==> config.mk <==
export PLATFORM = sky130hd
export DESIGN_NAME = stateful_app_drain_fifo
export DESIGN_NICKNAME = d
export VERILOG_FILES = /design/src/rtl/stateful_app_pkg.sv /design/src/rtl/stateful_app_drain_mem.sv /design/src/rtl/stateful_app_drain_fifo.sv
export SDC_FILE = /design/constraint.sdc
export NUM_CORES = 1
export LEC_CHECK = 0
export ABC_CLOCK_PERIOD_IN_PS = 2200
export BUFFER_PORTS_ARGS = -buffer_cell sky130_fd_sc_hd__buf_2
export CORE_UTILIZATION = 48
export DETAILED_ROUTE_END_ITERATION = 8
export GPL_ROUTABILITY_DRIVEN = 0
export GPL_TIMING_DRIVEN = 1
export PLACE_DENSITY_LB_ADDON = 0.2
export SETUP_SLACK_MARGIN = 0.1
export SYNTH_ARGS = -nofsm -noshare
export SYNTH_HDL_FRONTEND = slang
export SYNTH_SLANG_ARGS = --single-unit
==> constraint.sdc <==
create_clock -name clk -period 2.2 [get_ports clk]
set_input_delay 0.55 -clock clk [delete_from_list [all_inputs] [get_ports clk]]
set_output_delay 0.55 -clock clk [all_outputs]
set_load 0.05 [all_outputs]
==> src/rtl/stateful_app_pkg.sv <==
// Shared constants and helpers for the stateful_app drain FIFO family.
package stateful_app_pkg;

    localparam int DROP_CNT_W = 16;

    // Ceiling log2 used to size pointers from a depth.
    function automatic int clog2(input int value);
        int result;
        result = 0;
        for (int i = 0; i < 31; i++) begin
            if ((32'sd1 <<< i) < value) begin
                result = i + 1;
            end else begin
                result = result;
            end
        end
        return result;
    endfunction

endpackage

==> src/rtl/stateful_app_drain_mem.sv <==
// Storage array for the drain FIFO: one write port, one asynchronous read port, no reset.
module stateful_app_drain_mem
    import stateful_app_pkg::*;
#(
    parameter int WIDTH = 1,
    parameter int DEPTH = 4
) (
    input  logic                      clk,
    input  logic                      we,
    input  logic [clog2(DEPTH)-1:0]   waddr,
    input  logic [WIDTH-1:0]          wdata,
    input  logic [clog2(DEPTH)-1:0]   raddr,
    output logic [WIDTH-1:0]          rdata
);

    logic [WIDTH-1:0] mem_r [DEPTH];

    // Write port; contents deliberately survive reset.
    always_ff @(posedge clk) begin
        if (we) begin
            mem_r[waddr] <= wdata;
        end
    end

    assign rdata = mem_r[raddr];

endmodule

==> src/rtl/stateful_app_drain_fifo.sv <==
// First-word-fall-through drain FIFO that drops words when full instead of stalling upstream.
// Optional drop statistics output enabled by defining STATEFUL_APP_DRAIN_STATS_EN.
module stateful_app_drain_fifo
    import stateful_app_pkg::*;
#(
    parameter int WIDTH        = 1,
    parameter int DEPTH        = 4,
    parameter int AFULL_THRESH = 3
) (
    input  logic                      clk,
    input  logic                      reset,
    input  logic                      in_valid,
    input  logic [WIDTH-1:0]          in_data,
    output logic                      out_valid,
    output logic [WIDTH-1:0]          out_data,
    input  logic                      out_ready,
    output logic [clog2(DEPTH):0]     count,
    output logic                      almost_full,
    output logic                      overflow
`ifdef STATEFUL_APP_DRAIN_STATS_EN
    ,
    output logic [DROP_CNT_W-1:0]     drop_cnt
`endif
);

    localparam int PTR_W = clog2(DEPTH);
    localparam int CNT_W = PTR_W + 1;
    localparam logic [CNT_W-1:0] FULL_CNT  = CNT_W'(DEPTH);
    localparam logic [CNT_W-1:0] AFULL_CNT = CNT_W'(AFULL_THRESH);

    logic [PTR_W-1:0] wr_ptr_r;
    logic [PTR_W-1:0] rd_ptr_r;
    logic [CNT_W-1:0] count_r;
    logic             almost_full_r;
    logic             overflow_r;
    logic             push_s;
    logic             pop_s;
    logic             drop_s;
    logic [CNT_W-1:0] count_next_s;

    stateful_app_drain_mem #(
        .WIDTH (WIDTH),
        .DEPTH (DEPTH)
    ) u_mem (
        .clk   (clk),
        .we    (push_s),
        .waddr (wr_ptr_r),
        .wdata (in_data),
        .raddr (rd_ptr_r),
        .rdata (out_data)
    );

    // Handshake decode and next occupancy; a pop at full frees a slot for the same-cycle push.
    always_comb begin
        pop_s        = (count_r != {CNT_W{1'b0}}) && out_ready;
        push_s       = in_valid && ((count_r != FULL_CNT) || pop_s);
        drop_s       = in_valid && (count_r == FULL_CNT) && !pop_s;
        count_next_s = count_r;
        case ({push_s, pop_s})
            2'b10:   count_next_s = count_r + CNT_W'(1);
            2'b01:   count_next_s = count_r - CNT_W'(1);
            default: count_next_s = count_r;
        endcase
    end

    // Pointer, occupancy and flag state; almost_full follows the post-update count.
    always_ff @(posedge clk) begin
        if (!reset) begin
            wr_ptr_r      <= {PTR_W{1'b0}};
            rd_ptr_r      <= {PTR_W{1'b0}};
            count_r       <= {CNT_W{1'b0}};
            almost_full_r <= 1'b0;
            overflow_r    <= 1'b0;
        end else begin
            if (push_s) begin
                wr_ptr_r <= wr_ptr_r + PTR_W'(1);
            end
            if (pop_s) begin
                rd_ptr_r <= rd_ptr_r + PTR_W'(1);
            end
            count_r       <= count_next_s;
            almost_full_r <= (count_next_s >= AFULL_CNT);
            overflow_r    <= overflow_r | drop_s;
        end
    end

`ifdef STATEFUL_APP_DRAIN_STATS_EN
    logic [DROP_CNT_W-1:0] drop_cnt_r;

    // Saturating count of discarded words.
    always_ff @(posedge clk) begin
        if (!reset) begin
            drop_cnt_r <= {DROP_CNT_W{1'b0}};
        end else if (drop_s && (drop_cnt_r != {DROP_CNT_W{1'b1}})) begin
            drop_cnt_r <= drop_cnt_r + DROP_CNT_W'(1);
        end
    end

    assign drop_cnt = drop_cnt_r;
`endif

    assign out_valid   = (count_r != {CNT_W{1'b0}});
    assign count       = count_r;
    assign almost_full = almost_full_r;
    assign overflow    = overflow_r;

endmodule

## Word-level counts from Yosys, hierarchy flattened

Memory sizes are Yosys's and may differ from the RTL's. A register that Yosys moved wholly into a read port is not among the register bits.
Cells that the tools add are included.

| operators by class | value |
|---|---|
| bitwise operators | 1 |
| shift operators | 0 |
| muxes and demuxes | 5 |
| reduce and logical (&&, ||, !) cells | 7 |
| divide/modulo/power cells | 0 |
| magnitude comparators | 1 |
| eq/ne operators | 4 |
| add/subtract/negate cells | 4 |
| $mul | 0 |

Operator list:

| kind | number |
|---|---|
| $pmux W3 S2 | 1 |
| $add A2 B1 Y2 const B | 2 |
| $logic_and A1 B1 Y1 | 4 |
| $mux W2 | 2 |
| $add A3 B1 Y3 const B | 1 |
| $eq A3 B3 Y1 const B | 1 |
| $ge A3 B2 Y1 const B | 1 |
| $ne A3 B3 Y1 const B | 1 |
| $reduce_bool A3 Y1 | 1 |
| $sub A3 B1 Y3 const B | 1 |
| $eq A2 B1 Y1 const B | 1 |
| $eq A2 B2 Y1 const B | 1 |
| $mux W1 | 2 |
| $logic_not A1 Y1 | 1 |
| $logic_or A1 B1 Y1 | 1 |
| $or A1 B1 Y1 | 1 |

| word-level totals | value |
|---|---|
| register bits | 9 |
| input port bits | 5 |
| memories | 1 |
| word-level logic and storage cells | 28 |
| memory bits (read-only) | 0 |
| memory bits (writable) | 4 |
| bits in latches | 0 |
| output and inout bits | 7 |

Memory list:

| name | words | width | read ports | clocked after Yosys merged registers in | wr ports | RTL line | source |
|---|---|---|---|---|---|---|---|
| u_mem.mem_r | 4 | 1 | 1 | 1 | 1 | stateful_app_drain_mem.sv:16 | `logic [WIDTH-1:0] mem_r [DEPTH];` |

## Logic depth before layout (Yosys ltp)

| depth | value |
|---|---|
| depth after elaboration | 7 |
| gate-level depth with buffers | 9 |
| mapped depth without buffers | 8 |

## Modules after synthesis

Synthesis repeated with hierarchy kept, for this count alone.

| second synthesis, totals | value |
|---|---|
| cells, all modules | 65 |
| area, all modules | 669.4 um2 |

Modules (own cells, without submodules):

| module | times used | seq. area each (um2) | cells each | area an instance (um2) |
|---|---|---|---|---|
| stateful_app_drain_fifo | 1 | 180.2 | 56 | 495.5 |
| stateful_app_drain_mem | 1 | 120.1 | 9 | 173.9 |

## Least setup slack after synthesis

OpenSTA, ideal clock, no wires.

| timing path | value |
|---|---|
| kind | flip-flop to flip-flop |
| from | register count_r[2] (netlist: count[2]) |
| to | register almost_full_r (netlist: almost_full) |
| buffers on the path | 1 |
| cell stages (with the launch flop) | 10 |
| arrival | 2.772 ns |
| path slack | -0.701 ns |
| library setup time | 0.129 ns |
| clock period less this slack | 2.901 ns |
| required time | 2.071 ns |
| cells stage by stage | dfxtp_1 buf_4 or3_1 nand2_1 nor2_1 fa_1 or3b_4 o211a_1 o31ai_2 o31ai_1 |

| between the ends | value |
|---|---|
| longest elaborated chain between the ends | 7 |
| elaborated cells between the ends (all ways) | 11 |
| classes of those cells | add/sub: 2; order compare: 1; eq/ne: 3; mux: 1; reduce/logical: 4 |

Ends and longest elaborated chain:

| what | RTL line | source |
|---|---|---|
| start: declaration | stateful_app_drain_fifo.sv:33 | `logic [CNT_W-1:0] count_r;` |
| start signal: assignment | stateful_app_drain_fifo.sv:71 | `count_r <= {CNT_W{1'b0}};` |
| start signal: assignment | stateful_app_drain_fifo.sv:81 | `count_r <= count_next_s;` |
| $reduce_bool A3 Y1 (*) | n/a |  |
| net out_valid | stateful_app_drain_fifo.sv:14 | `output logic out_valid,` |
| $logic_and A1 B1 Y1 (*) | stateful_app_drain_fifo.sv:55 | `pop_s = (count_r != {CNT_W{1'b0}}) && out_ready;` |
| $logic_or A1 B1 Y1 | stateful_app_drain_fifo.sv:56 | `push_s = in_valid && ((count_r != FULL_CNT) \|\| pop_s);` |
| $logic_and A1 B1 Y1 | stateful_app_drain_fifo.sv:56 |  |
| $eq A2 B1 Y1 / $eq A2 B2 Y1 (equally long branches) | stateful_app_drain_fifo.sv:59 | `case ({push_s, pop_s})` |
| $pmux W3 S2 (*) | stateful_app_drain_fifo.sv:59 |  |
| $ge A3 B2 Y1 (*) | stateful_app_drain_fifo.sv:82 | `almost_full_r <= (count_next_s >= AFULL_CNT);` |
| end signal: assignment | stateful_app_drain_fifo.sv:82 |  |
| end: declaration | stateful_app_drain_fifo.sv:34 | `logic almost_full_r;` |

Mark *: on every way through the listed nets, which the timed path passes. The rest lies on a longest branch.
A chain may end at the register's enable or synchronous reset.

## Worst setup path after layout

| timing path | value |
|---|---|
| from | register count_r[1] (netlist: count[1]) |
| to | register almost_full_r (netlist: almost_full) |

| between the ends | value |
|---|---|
| longest elaborated chain between the ends | 7 |
| elaborated cells between the ends (all ways) | 11 |
| classes of those cells | add/sub: 2; order compare: 1; eq/ne: 3; mux: 1; reduce/logical: 4 |

Ends and longest elaborated chain:

| what | RTL line |
|---|---|
| $reduce_bool A3 Y1 | stateful_app_drain_fifo.sv:55 |
| $logic_and A1 B1 Y1 | stateful_app_drain_fifo.sv:55 |
| $logic_or A1 B1 Y1 | stateful_app_drain_fifo.sv:56 |
| $logic_and A1 B1 Y1 | stateful_app_drain_fifo.sv:56 |
| $eq A2 B1 Y1 / $eq A2 B2 Y1 (equally long branches) | stateful_app_drain_fifo.sv:59 |
| $pmux W3 S2 (*) | stateful_app_drain_fifo.sv:59 |
| $ge A3 B2 Y1 (*) | stateful_app_drain_fifo.sv:82 |

Every way passes the cells marked *; elsewhere a longest branch is shown, timed or not.

==> impl_metrics.yaml <==
status:
  outcome: "finished, final reports clean"
synthesis:
  synth.avg_cell_area_sq_um: 10.9
  seq_area_frac_synth_pct: 43.9
  synth_warnings: 0
  yosys.area_share.adder_pct: 9.03
  synthSimpleGateAreaFrac_pct: 18.4
  ys_seq_elements: 15
  synth-compound-area-share_pct: 10.6
  muxShareOfSynthArea_pct: 8.23
  synth_xor_area_share_pct: 4.52
  syn_area_sq_um: 776
  synth_nets: 81
  synth_top_family_by_area: "simple AND/OR/NAND/NOR gates"
  synth_cell_types: 28
  synthesis.instances: 71
sta:
  min_period_over_period_pct: 96.9
  min_period_ps: 2130
  rsz0062_at_grt: "yes"
  worst-slew-pin-transition_ps: 282
  skew_ps: 2.03
  hold_violations: 0
  setup_violations: 0
  slew_headroom_pct: 81.0
  slew_viol_final: 0
  max_freq_mhz: 469
clocking:
  clkTransAtPathRegs_ps: 90
  htree_levels: 1
  clock_latency_ps: 280
  cts_buffers: 3
  clock-sinks: 15
  postCtsHoldBufs: 0
  cts-root-buf: "clkbuf_4"
  cts_tree: "built"
  cts_buffer_depth: 2
worst_setup_path:
  worst_path_max_delay_cell: "or3_4"
  path_buf_inv: 0
  crit_arrival_ps: 2290
  path_class: "reg2reg"
  crit_family: "simple AND/OR/NAND/NOR gates"
  end_kind: "flip-flop"
  worst_setup_path_start_kind: "flip-flop"
  path_cells: "or3_4 -> nand2_4 -> nor2_2 -> fa_2 -> or3b_4 -> o211a_1 -> o31ai_2 -> o31ai_1"
  crit_fanout: 2
  critPathMaxStageDelay_ps: 400
  crit_required_ps: 2360
power:
  power_density_nw_per_um2: 914
  power_switching_uw: 319
  seq_power_share_pct: 40.7
  comb_power_share_pct: 41.3
  p_clk_share_pct: 18.0
  p_int_uw: 523
  peakVddDrop_v: 0.000661
  p_leak_uw: 0.000400
  swShare_pct: 37.9
placement:
  post-place-cells: 100
  port_buffers: 11
  hpwl_microns: 962
die:
  coreArea_sq_um: 1510
  row_count: 14
  start_util_pct: 51.5
  num_io_pins: 12
  dieHeight_microns: 42.2
  die_area_sq_um: 1780
  die_x_microns: 42.2
finish:
  fin_nets: 100
  syn2layout_area_growth_pct: 18.7
  diodes: 0
  final_common_cell: "buf_2"
  post-route-util_pct: 61.1
  drive_above_1_share_pct: 39.3
  final_cells: 105
  final_cell_mix: "buf_2 (11), and2_1 (8), dfxtp_1 (8)"
route:
  via_per_inst: 5.09
  drc_errors: 0
  dr.pass1.iters: 4
  vias: 534
  drtAntennaViolNets: 0
  drt_wl_total_microns: 1260
  drtIter0Drc: 7
  detail_route.wl_per_cell_microns: 12.0
global_route:
  grt_max_degree: 11
  grt_first_pass_wirelength_microns: 2300
  antenna_found_initial: 0
  gr-usage-all-layers_pct: 17.4
  overflow: 0
  first_global_vias: 546
run:
  max_cap_violations: 0
min_path:
  min_path_type: "in2reg"
[metal layers]
metal  GRT usage [%]  up-vias  wire, microns
met1            22.0      242            615
met5               0        -              0
met4            5.63        0             17
met2            26.2       14            562
met3            8.19        2             68
li1                -      276              -
[cell families after synthesis]
logic type      count (synthesis)
fa+ha+maj                       5
buf+inv                         7
flops                          15
mux                             5
compound gates                 12
simple gates                   23
xor+xnor                        4
[path summary, 6_finish.rpt]
kind,end,depth (start not counted),slack (ps),from
max reg2reg,almost_full,8,70,count[1]
max,almost_full,8,70,count[1]
min,u_mem.mem_r[0],1,480,in_data
min reg2reg,overflow,2,500,overflow
[power groups by stage]
stage	logic, uW	clock network, uW	registers (uW)
3_5_place_dp	335	0	349
4_1_cts	336	160	343
6_report	348	152	342
5_1_grt	378	174	347
3_3_place_gp	332	0	349
2_1_floorplan	195	0	417
[cell usage after synthesis]
cell type  number  share of area [%]
ha_1            4                6.5
fa_1            1                2.6
mux4_2          1                2.9
nor2b_1         3                2.4
inv_1           4                1.9
xnor2_1         4                4.5
nor3_1          1               0.64
and2_1          8                6.5
buf_6           1                1.5
dfxtp_1        11                 28
o31ai_2         1                1.6
nand3_1         1               0.64
a21oi_1         3                1.9
nor4b_2         1                1.9
edfxtp_1        4                 15
o21ba_2         1                1.3
mux2i_1         3                3.9
or3b_4          1                1.5
mux2_2          1                1.5
o31ai_1         1               0.97
or3_1           1               0.81
nor2b_2         1                1.1
o211a_1         1                1.3
o21ai_0         4                2.6
nor2_1          4                1.9
nand2_1         2               0.97
buf_4           2                1.9
o21a_1          1               0.97
[layout make-up]
| cell class | instances | area [sq um] |
|---|---|---|
| clock buffers | 3 | 22.5 |
| flip-flops and latches | 15 | 347 |
| clock inverters | 1 | 5.00 |
| well taps | 16 | 20.0 |
| inverters | 4 | 15.0 |
| fillers | 132 | 586 |
| repair buffers | 17 | 100 |
| multi-input cells | 49 | 412 |
[timing repair]
action / CTS / global route
setup buffers: 0 / 1
resized for setup: 0 / 1
endpoints found under the setup margin: 1 / 2
pin swaps: 0 / 0
[through the flow]
step                worst slack (ps)  total power (uW)  TNS, ps  area [sq um]  hold WS, ps
floorplan                       -167               612     -282           798          528
global placement                 139               681        0           881          472
detailed placement              75.9               684        0           881          478
CTS                             54.1               840        0           908          471
global route                    10.7               899        0           921          474
finish                          68.2               842        0           921          484
No activity file was read; power rests on OpenSTA's default activity.
